File: src/rtl/phase_sequencer_if.sv
// Control and status bundle for the phase sequencer.
// The master drives the sequencing controls and the slave (the sequencer) returns phase status.
interface phase_sequencer_if #(
  parameter int NPHASE = 5,
  parameter int IDX_W  = 3,
  parameter int CYC_W  = 32
);
  logic              run;
  logic              step;
  logic              stall;
  logic              restart;
  logic [NPHASE-1:0] skip_mask;
  logic [NPHASE-1:0] phase_en;
  logic [IDX_W-1:0]  phase_idx;
  logic              cycle_start;
  logic              cycle_end;
  logic [CYC_W-1:0]  cycle_count;
  logic              busy;

  modport master (
    output run, step, stall, restart, skip_mask,
    input  phase_en, phase_idx, cycle_start, cycle_end, cycle_count, busy
  );

  modport slave (
    input  run, step, stall, restart, skip_mask,
    output phase_en, phase_idx, cycle_start, cycle_end, cycle_count, busy
  );
endinterface

File: src/rtl/phase_sequencer.sv
// Sub-cycle phase sequencer: emits one-hot synchronous phase enables per instruction cycle,
// with skippable phases, stall, restart, single-step and a completed-cycle counter.
module phase_sequencer #(
  parameter int NPHASE = 5,
  parameter int IDX_W  = 3,
  parameter int CYC_W  = 32
) (
  input logic              clk,
  input logic              rst,
  phase_sequencer_if.slave bus
);

  typedef enum logic [1:0] {
    IDLE = 2'd0,
    RUN  = 2'd1,
    STEP = 2'd2
  } state_t;

  localparam logic [NPHASE-1:0] EN0 = {{(NPHASE-1){1'b0}}, 1'b1};
  localparam logic [CYC_W-1:0]  ONE = {{(CYC_W-1){1'b0}}, 1'b1};

  state_t           state_r;
  logic [IDX_W-1:0] nxt_idx_s;
  logic [IDX_W-1:0] last_idx_s;
  logic             has_nxt_s;

  // Lowest non-skipped phase above the current one, and the highest non-skipped phase overall
  always_comb begin
    nxt_idx_s  = {IDX_W{1'b0}};
    last_idx_s = {IDX_W{1'b0}};
    has_nxt_s  = 1'b0;
    for (int i = NPHASE - 1; i >= 1; i--) begin
      nxt_idx_s = (!bus.skip_mask[i] && (IDX_W'(i) > bus.phase_idx)) ? IDX_W'(i) : nxt_idx_s;
      has_nxt_s = has_nxt_s | (!bus.skip_mask[i] && (IDX_W'(i) > bus.phase_idx));
    end
    for (int i = 1; i < NPHASE; i++) begin
      last_idx_s = (!bus.skip_mask[i]) ? IDX_W'(i) : last_idx_s;
    end
  end

  assign bus.busy        = (state_r != IDLE);
  assign bus.cycle_start = (state_r != IDLE) && (bus.phase_idx == {IDX_W{1'b0}});
  assign bus.cycle_end   = (state_r != IDLE) && (bus.phase_idx == last_idx_s);

  // Sequencer state, phase registers and completed-cycle counter
  always_ff @(posedge clk) begin
    if (rst) begin
      state_r         <= IDLE;
      bus.phase_idx   <= {IDX_W{1'b0}};
      bus.phase_en    <= {NPHASE{1'b0}};
      bus.cycle_count <= {CYC_W{1'b0}};
    end else begin
      case (state_r)
        IDLE: begin
          if (!bus.stall && (bus.run || bus.step)) begin
            state_r       <= bus.run ? RUN : STEP;
            bus.phase_idx <= {IDX_W{1'b0}};
            bus.phase_en  <= EN0;
          end
        end
        RUN, STEP: begin
          if (bus.restart) begin
            bus.phase_idx <= {IDX_W{1'b0}};
            bus.phase_en  <= EN0;
          end else if (!bus.stall) begin
            if (has_nxt_s) begin
              bus.phase_idx <= nxt_idx_s;
              bus.phase_en  <= EN0 << nxt_idx_s;
            end else begin
              // Leaving the last active phase completes the cycle; run is only sampled here
              bus.cycle_count <= bus.cycle_count + ONE;
              bus.phase_idx   <= {IDX_W{1'b0}};
              if ((state_r == RUN) && bus.run) begin
                bus.phase_en <= EN0;
              end else begin
                state_r      <= IDLE;
                bus.phase_en <= {NPHASE{1'b0}};
              end
            end
          end
        end
        default: begin
          state_r       <= IDLE;
          bus.phase_idx <= {IDX_W{1'b0}};
          bus.phase_en  <= {NPHASE{1'b0}};
        end
      endcase
    end
  end

endmodule

File: src/flat_wrapper.sv
// flat-port wrapper written by rule: the top's interface ports become plain ports
module phase_sequencer_flat 
#(
  parameter int NPHASE = 5,
  parameter int IDX_W  = 3,
  parameter int CYC_W  = 32
)
  (clk, rst, bus_run, bus_step, bus_stall, bus_restart, bus_skip_mask, bus_phase_en, bus_phase_idx, bus_cycle_start, bus_cycle_end, bus_cycle_count, bus_busy);
  phase_sequencer_if #(.NPHASE(NPHASE), .IDX_W(IDX_W), .CYC_W(CYC_W)) bus_i ();
  input logic clk;
  input logic rst;
  input wire logic [$bits(bus_i.run)-1:0] bus_run;
  input wire logic [$bits(bus_i.step)-1:0] bus_step;
  input wire logic [$bits(bus_i.stall)-1:0] bus_stall;
  input wire logic [$bits(bus_i.restart)-1:0] bus_restart;
  input wire logic [$bits(bus_i.skip_mask)-1:0] bus_skip_mask;
  output wire logic [$bits(bus_i.phase_en)-1:0] bus_phase_en;
  output wire logic [$bits(bus_i.phase_idx)-1:0] bus_phase_idx;
  output wire logic [$bits(bus_i.cycle_start)-1:0] bus_cycle_start;
  output wire logic [$bits(bus_i.cycle_end)-1:0] bus_cycle_end;
  output wire logic [$bits(bus_i.cycle_count)-1:0] bus_cycle_count;
  output wire logic [$bits(bus_i.busy)-1:0] bus_busy;
  assign bus_i.run = bus_run;
  assign bus_i.step = bus_step;
  assign bus_i.stall = bus_stall;
  assign bus_i.restart = bus_restart;
  assign bus_i.skip_mask = bus_skip_mask;
  assign bus_phase_en = bus_i.phase_en;
  assign bus_phase_idx = bus_i.phase_idx;
  assign bus_cycle_start = bus_i.cycle_start;
  assign bus_cycle_end = bus_i.cycle_end;
  assign bus_cycle_count = bus_i.cycle_count;
  assign bus_busy = bus_i.busy;
  phase_sequencer #(.NPHASE(NPHASE), .IDX_W(IDX_W), .CYC_W(CYC_W)) u_core (.clk(clk), .rst(rst), .bus(bus_i));
endmodule
File: config.mk
export PLATFORM = sky130hd
export DESIGN_NAME = phase_sequencer_flat
export DESIGN_NICKNAME = d
export VERILOG_FILES = /design/src/rtl/phase_sequencer_if.sv /design/src/rtl/phase_sequencer.sv /design/src/flat_wrapper.sv
export SDC_FILE = /design/constraint.sdc
export NUM_CORES = 1
export LEC_CHECK = 0
export BUFFER_PORTS_ARGS = -buffer_cell sky130_fd_sc_hd__clkbuf_2
export CAP_MARGIN = 30
export CELL_PAD_IN_SITES_DETAIL_PLACEMENT = 1
export CELL_PAD_IN_SITES_GLOBAL_PLACEMENT = 1
export CORE_MARGIN = 5
export CORE_UTILIZATION = 38
export DETAILED_ROUTE_END_ITERATION = 12
export GPL_TIMING_DRIVEN = 1
export HOLD_SLACK_MARGIN = 0.06
export PLACE_DENSITY_LB_ADDON = 0.1
export SETUP_SLACK_MARGIN = 0.1
export SYNTH_ARGS = -nofsm -noshare
export SYNTH_HDL_FRONTEND = slang
export SYNTH_SLANG_ARGS = --single-unit
File: constraint.sdc
create_clock -name clk -period 2.7 [get_ports clk]
set_clock_uncertainty 0.1 [all_clocks]
set_input_delay 0.54 -clock clk [delete_from_list [all_inputs] [get_ports clk]]
set_output_delay 0.54 -clock clk [all_outputs]
set_load 0.02 [all_outputs]
After elaboration in Yosys (flattened, before gate mapping)
Cells that the tools add are included.
{"block": "op_classes", "eq_ne": 9, "n_bitwise": 6, "order_cmp": 4, "reduce_logical": 21, "mul": 0, "n_addsub": 1, "div": 0, "shifts": 1, "mux": 26}
{"cell": "$mux W3", "n": 11}
{"cell": "$add A32 B1 Y32 const B", "n": 1}
{"cell": "$mux W5", "n": 4}
{"cell": "$mux W2", "n": 6}
{"cell": "$pmux W5 S2", "n": 1}
{"cell": "$logic_and A1 B1 Y1", "n": 8}
{"cell": "$ne A2 B2 Y1 const B", "n": 4}
{"cell": "$gt A2 B3 Y1 const A", "n": 2}
{"cell": "$pmux W3 S2", "n": 1}
{"cell": "$logic_not A1 Y1", "n": 5}
{"cell": "$reduce_and A5 Y1", "n": 1}
{"cell": "$shl A1 B3 Y5 const A", "n": 1}
{"cell": "$pmux W2 S2", "n": 1}
{"cell": "$reduce_and A4 Y1", "n": 1}
{"cell": "$eq A3 B3 Y1", "n": 1}
{"cell": "$gt A1 B3 Y1 const A", "n": 1}
{"cell": "$gt A3 B3 Y1 const A", "n": 1}
{"cell": "$logic_not A3 Y1", "n": 1}
{"cell": "$ne A3 B3 Y1 const B", "n": 1}
{"cell": "$not A1 Y1", "n": 3}
{"cell": "$or A1 B1 Y1", "n": 3}
{"cell": "$eq A2 B1 Y1 const B", "n": 1}
{"cell": "$eq A2 B2 Y1 const B", "n": 1}
{"cell": "$logic_not A2 Y1", "n": 1}
{"cell": "6 further kinds", "n": 7}
{"block": "word_totals", "word_cells": 72, "mem_bits_ro": 0, "latch_bits": 0, "memories": 0, "ramBits": 0, "out_inout_bits": 43, "ff_bits": 42}

Longest topological paths before layout
{"block": "depth", "word_depth": 11, "mapped_depth": 9, "ltp_nobuf": 7}

Least setup slack after synthesis
Ideal clock, no wire load.
{"block": "synth_path", "kind": "register to register", "start": "register u_core.state_r[0]", "end": "register u_core.bus.cycle_count[16]", "n_path_buf": 2, "arrival_time_ns": 2.075, "path_stages_with_launch": 10, "period_less_slack_ns": 2.303, "setup_slack_ns": 0.397, "cell_sequence": "dfxtp_1 inv_1 ha_1 or3b_1 a2111oi_4 buf_4 buf_4 nand4_1 xor2_1 nor2_1"}
{"block": "synth_via", "elab_chain_cells": 3, "elab_cells_between_ends": 4}
{"element": "start: declaration", "line_no": "phase_sequencer.sv:22", "text": "state_t state_r;"}
{"element": "start signal: assignment", "line_no": "phase_sequencer.sv:56", "text": "state_r <= bus.run ? RUN : STEP;"}
{"element": "$eq A2 B2 Y1 / $eq A2 B1 Y1 (equally long branches)", "line_no": "phase_sequencer.sv:53", "text": "case (state_r)"}
{"element": "$reduce_or A2 Y1 (*)", "line_no": "phase_sequencer.sv:53"}
{"element": "$reduce_and A4 Y1 (no source line) (*)"}
{"element": "end signal: assignment", "line_no": "phase_sequencer.sv:51", "text": "bus.cycle_count <= {CYC_W{1'b0}};"}
{"element": "end signal: assignment", "line_no": "phase_sequencer.sv:71", "text": "bus.cycle_count <= bus.cycle_count + ONE;"}
{"element": "end: declaration", "line_no": "phase_sequencer_if.sv:27", "text": "output phase_en, phase_idx, cycle_start, cycle_end, cycle_count, busy"}
Every way passes the cells marked *; elsewhere a longest branch is shown, timed or not.
A chain may end at the register's enable or synchronous reset.

Final worst setup path
{"block": "layout_path", "start": "register u_core.state_r[1]", "end": "register u_core.bus.cycle_count[24]"}
The elaborated chain is that of the path after synthesis.

==> key figures <==
Clock network
  – Clock latency on the worst-skew pair: 0.30 ns
  – Reg clk slew, reported paths: 0.09 ns
  – CTS Buf Count: 5
  – H-tree levels: 2
  – Cts hold-fix bufs: 0
  – # clock sinks: 42
  – Root buffer cell: clkbuf_8
  – Clk buf depth: 2
  – CTS tree: built

Floorplanning
  – I/O Pins: 54
  – Row count: 27
  – Die height: 85.10 um
  – Die Width: 85.10 um
  – Core Region: 5507 um2
  – Starting Density: 38.92%
  – Die area: 7242 um2

Yosys
  – Dominant synthesized flop cell: dfxtp_1
  – Compound-Gate Fraction of Synth Area: 13.37%
  – Synth Area in Simple Gates: 29.95%
  – Synth cell types: 42
  – Seq cells post-synth: 42
  – Syn_nets: 276
  – Synth warnings: 0
  – Synth async-reset ratio: 0%
  – Cells after Synth: 261
  – Syn_area_per_cell: 8.212 um2
  – Post-synthesis mux area share: 1.985%
  – XOR/XNOR share of the synthesized area: 8.990%
  – Post-synthesis sequential area ratio: 39.23%
  – Largest family of logic cells by synthesized area: simple AND/OR/NAND/NOR gates
  – Post-Syn Area: 2143 um2
  – Post-Synth Adder-Cell Area: 2.335%
  – Post-synth EDFFs: 0

Global route
  – Pin count of the biggest net entering global routing: 33
  – Vias in the first global route: 2089
  – First-pass GRT wire length: 10.25 mm
  – Initial antenna violation count: 0
  – Overall routing resource usage: 17.34%
  – Grt ovf: 0

Outcome
  – Run status: finished, final reports clean

Setup path
  – Worst Path Max Fanout: 7
  – Internal reg-to-reg setup slack: 0.21 ns
  – Setup crit start kind: register
  – Critical Path RT: 2.83 ns
  – CP endpoint kind: register
  – Critical path type: reg2reg
  – Critical Path AT: 2.63 ns

Cells and area
  – N_diodes: 0
  – Post-Layout Inst Area: 2691 um2
  – Area Growth Syn to Fin: 25.57%
  – Fillers: 688
  – Post-layout util: 48.88%
  – Share of cells above drive strength 1: 25.87%
  – Fin nets: 331

Flow run
  – Max-Cap Viols: 0

Timing
  – Unrepaired setup endpoints after global routing: yes
  – Least-Margin Pin Slew: 0.6450 ns
  – Tmin final: 2.493 ns
  – Rel. slew slack: 57.00%
  – Setup violations, final: 0
  – Max Clk Rate: 401.1 MHz
  – Max-slew violations: 0
  – TNS Setup: 0 ns
  – Fin crit share: 92.33%
  – Fin. Hold Viols: 0

Placement
  – Area post-placement: 2466 um2
  – RD Place Congestion: 0.7343
  – Number of port buffers: 52
  – HPWL Detailed: 4.082 mm

Routing
  – DR vias: 2030
  – Drt wl/cell: 15.60 um
  – Antenna Nets Post-Route: 0
  – Vias/cell: 5.219
  – Drt total wl: 6.067 mm
  – Number of remaining DRC errors: 0
  – Initial DRC Count: 32
  – DR pass1 iterations: 4

Power and ir drop
  – Pleak: 1.091 nW
  – PD cells: 522.9 nW/um2
  – Peak VDD IR: 0.2287 mV

Hold path
  – Worst Hold Class: reg2reg
cells in the final DEF, fill, tap and decap left out, types with 7 or more instances in the layout:
master,instances
nand3_1,14
dfxtp_1,40
nand4_1,14
a21oi_1,18
nor2_1,34
nand2_1,16
buf_4,7
or3_1,10
clkbuf_2,52
o21ai_0,12
xor2_1,16
per-stage QoR:
step / hold slack [ns] / power [W] / std cells / worst slack, ns
detailed placement: 0.4040 / 0.0008833 / 374 / 0.07381
global placement: 0.3813 / 0.0008803 / 374 / 0.1334
global route: 0.4547 / 0.001483 / 389 / 0.09381
finish: 0.4128 / 0.001407 / 389 / 0.2071
CTS: 0.4173 / 0.001413 / 389 / 0.1132
floorplan: 0.3909 / 0.0008198 / 261 / 0.3972
cell usage after synthesis, types with 2 or more instances:
cell type	n	area share, %
clkbuf_1	8	1.4
buf_4	2	0.70
o21ai_1	2	0.47
buf_2	2	0.47
and2_1	4	1.2
nor4_1	3	0.88
mux2i_1	2	0.93
ha_1	4	2.3
dfxtp_1	42	39
and3_1	5	1.5
nand4_2	2	1.2
mux2_2	2	1.1
nand2_1	16	2.8
buf_1	2	0.35
nand3_1	14	3.3
xnor2_1	6	2.5
a21oi_1	18	4.2
or3_1	10	2.9
nor3_1	6	1.4
o21ai_0	12	2.8
nor2b_1	5	1.5
a211oi_1	3	1.1
and4_1	2	0.82
a22oi_1	3	1.1
nor2_1	34	6.0
xor2_1	16	6.5
nand4_1	14	4.1
inv_1	7	1.2
a31oi_1	2	0.58
routing by layer:
metal	part of all wire, %	up-vias	global-route usage, %	wire length [um]
met1	45	953	21.31	2753
li1	-	1037	-	-
met5	0	-	0	0
met4	1.1	0	4.748	68
met2	49	34	30.30	3001
met3	4.0	6	3.883	243
registers in the layout, indices dropped and copies added, names as in the netlist:
| name | flops |
|---|---|
| u_core.state_r | 2 |
| u_core.bus.phase_idx | 3 |
| u_core.bus.cycle_count | 32 |
| u_core.bus.phase_en | 5 |
what timing repair did:
action                     4_1_cts  5_1_grt
pin swaps                        3        3
resized for setup                7        0
hold endpoints to repair         0        0
setup endpoints to repair        3        8
setup buffers                    6        0
gates cloned                     1        0
power breakdown:
part	leakage, nW	internal (W)	switching [W]
registers	0.340	0.000636	0.0000142
clock network	0.0579	0.000272	0.000227
logic	0.694	0.000102	0.000156
total	1.09	0.00101	0.000397
final cells by class:
type	count	area [um2]	share of cell area [%]
sequential	42	843.3	31.33
clock inverter	3	40.04	1.488
timing repair buffer	62	385.4	14.32
inverter	7	26.28	0.9763
clock buffer	5	68.82	2.557
tap	72	90.09	3.347
multi-input combinational	198	1237	45.98
final timing paths:
check	endpoint	startpoint	depth (start not counted)
hold reg to reg	u_core.bus.cycle_count[21]$_SDFFE_PP0P_	u_core.bus.cycle_count[21]$_SDFFE_PP0P_	2
setup / recovery	u_core.bus.cycle_count[24]$_SDFFE_PP0P_	u_core.state_r[1]$_SDFFE_PP0P_	8
setup reg to reg	u_core.bus.cycle_count[24]$_SDFFE_PP0P_	u_core.state_r[1]$_SDFFE_PP0P_	8
hold / removal	u_core.bus.cycle_count[21]$_SDFFE_PP0P_	u_core.bus.cycle_count[21]$_SDFFE_PP0P_	2
logic make-up after synthesis:
family                   count (synthesis)
buffers and inverters                   21
multiplexers                             4
flip-flops                              42
adder cells (fa/ha/maj)                  4
AND/OR/NAND/NOR                        122
AO/OA/AOI/OAI                           46
XOR/XNOR                                22
critical path, cell delays in order (launching register included):
cell and delay [ns]:
dfxtp_2 0.34, inv_2 0.05, ha_4 0.27, or3b_4 0.39, a2111oi_4 0.33, buf_12 0.19, nand4_1 0.21, or3_1 0.39
a21oi_1 0.15
No activity file was read; power rests on OpenSTA's default activity.
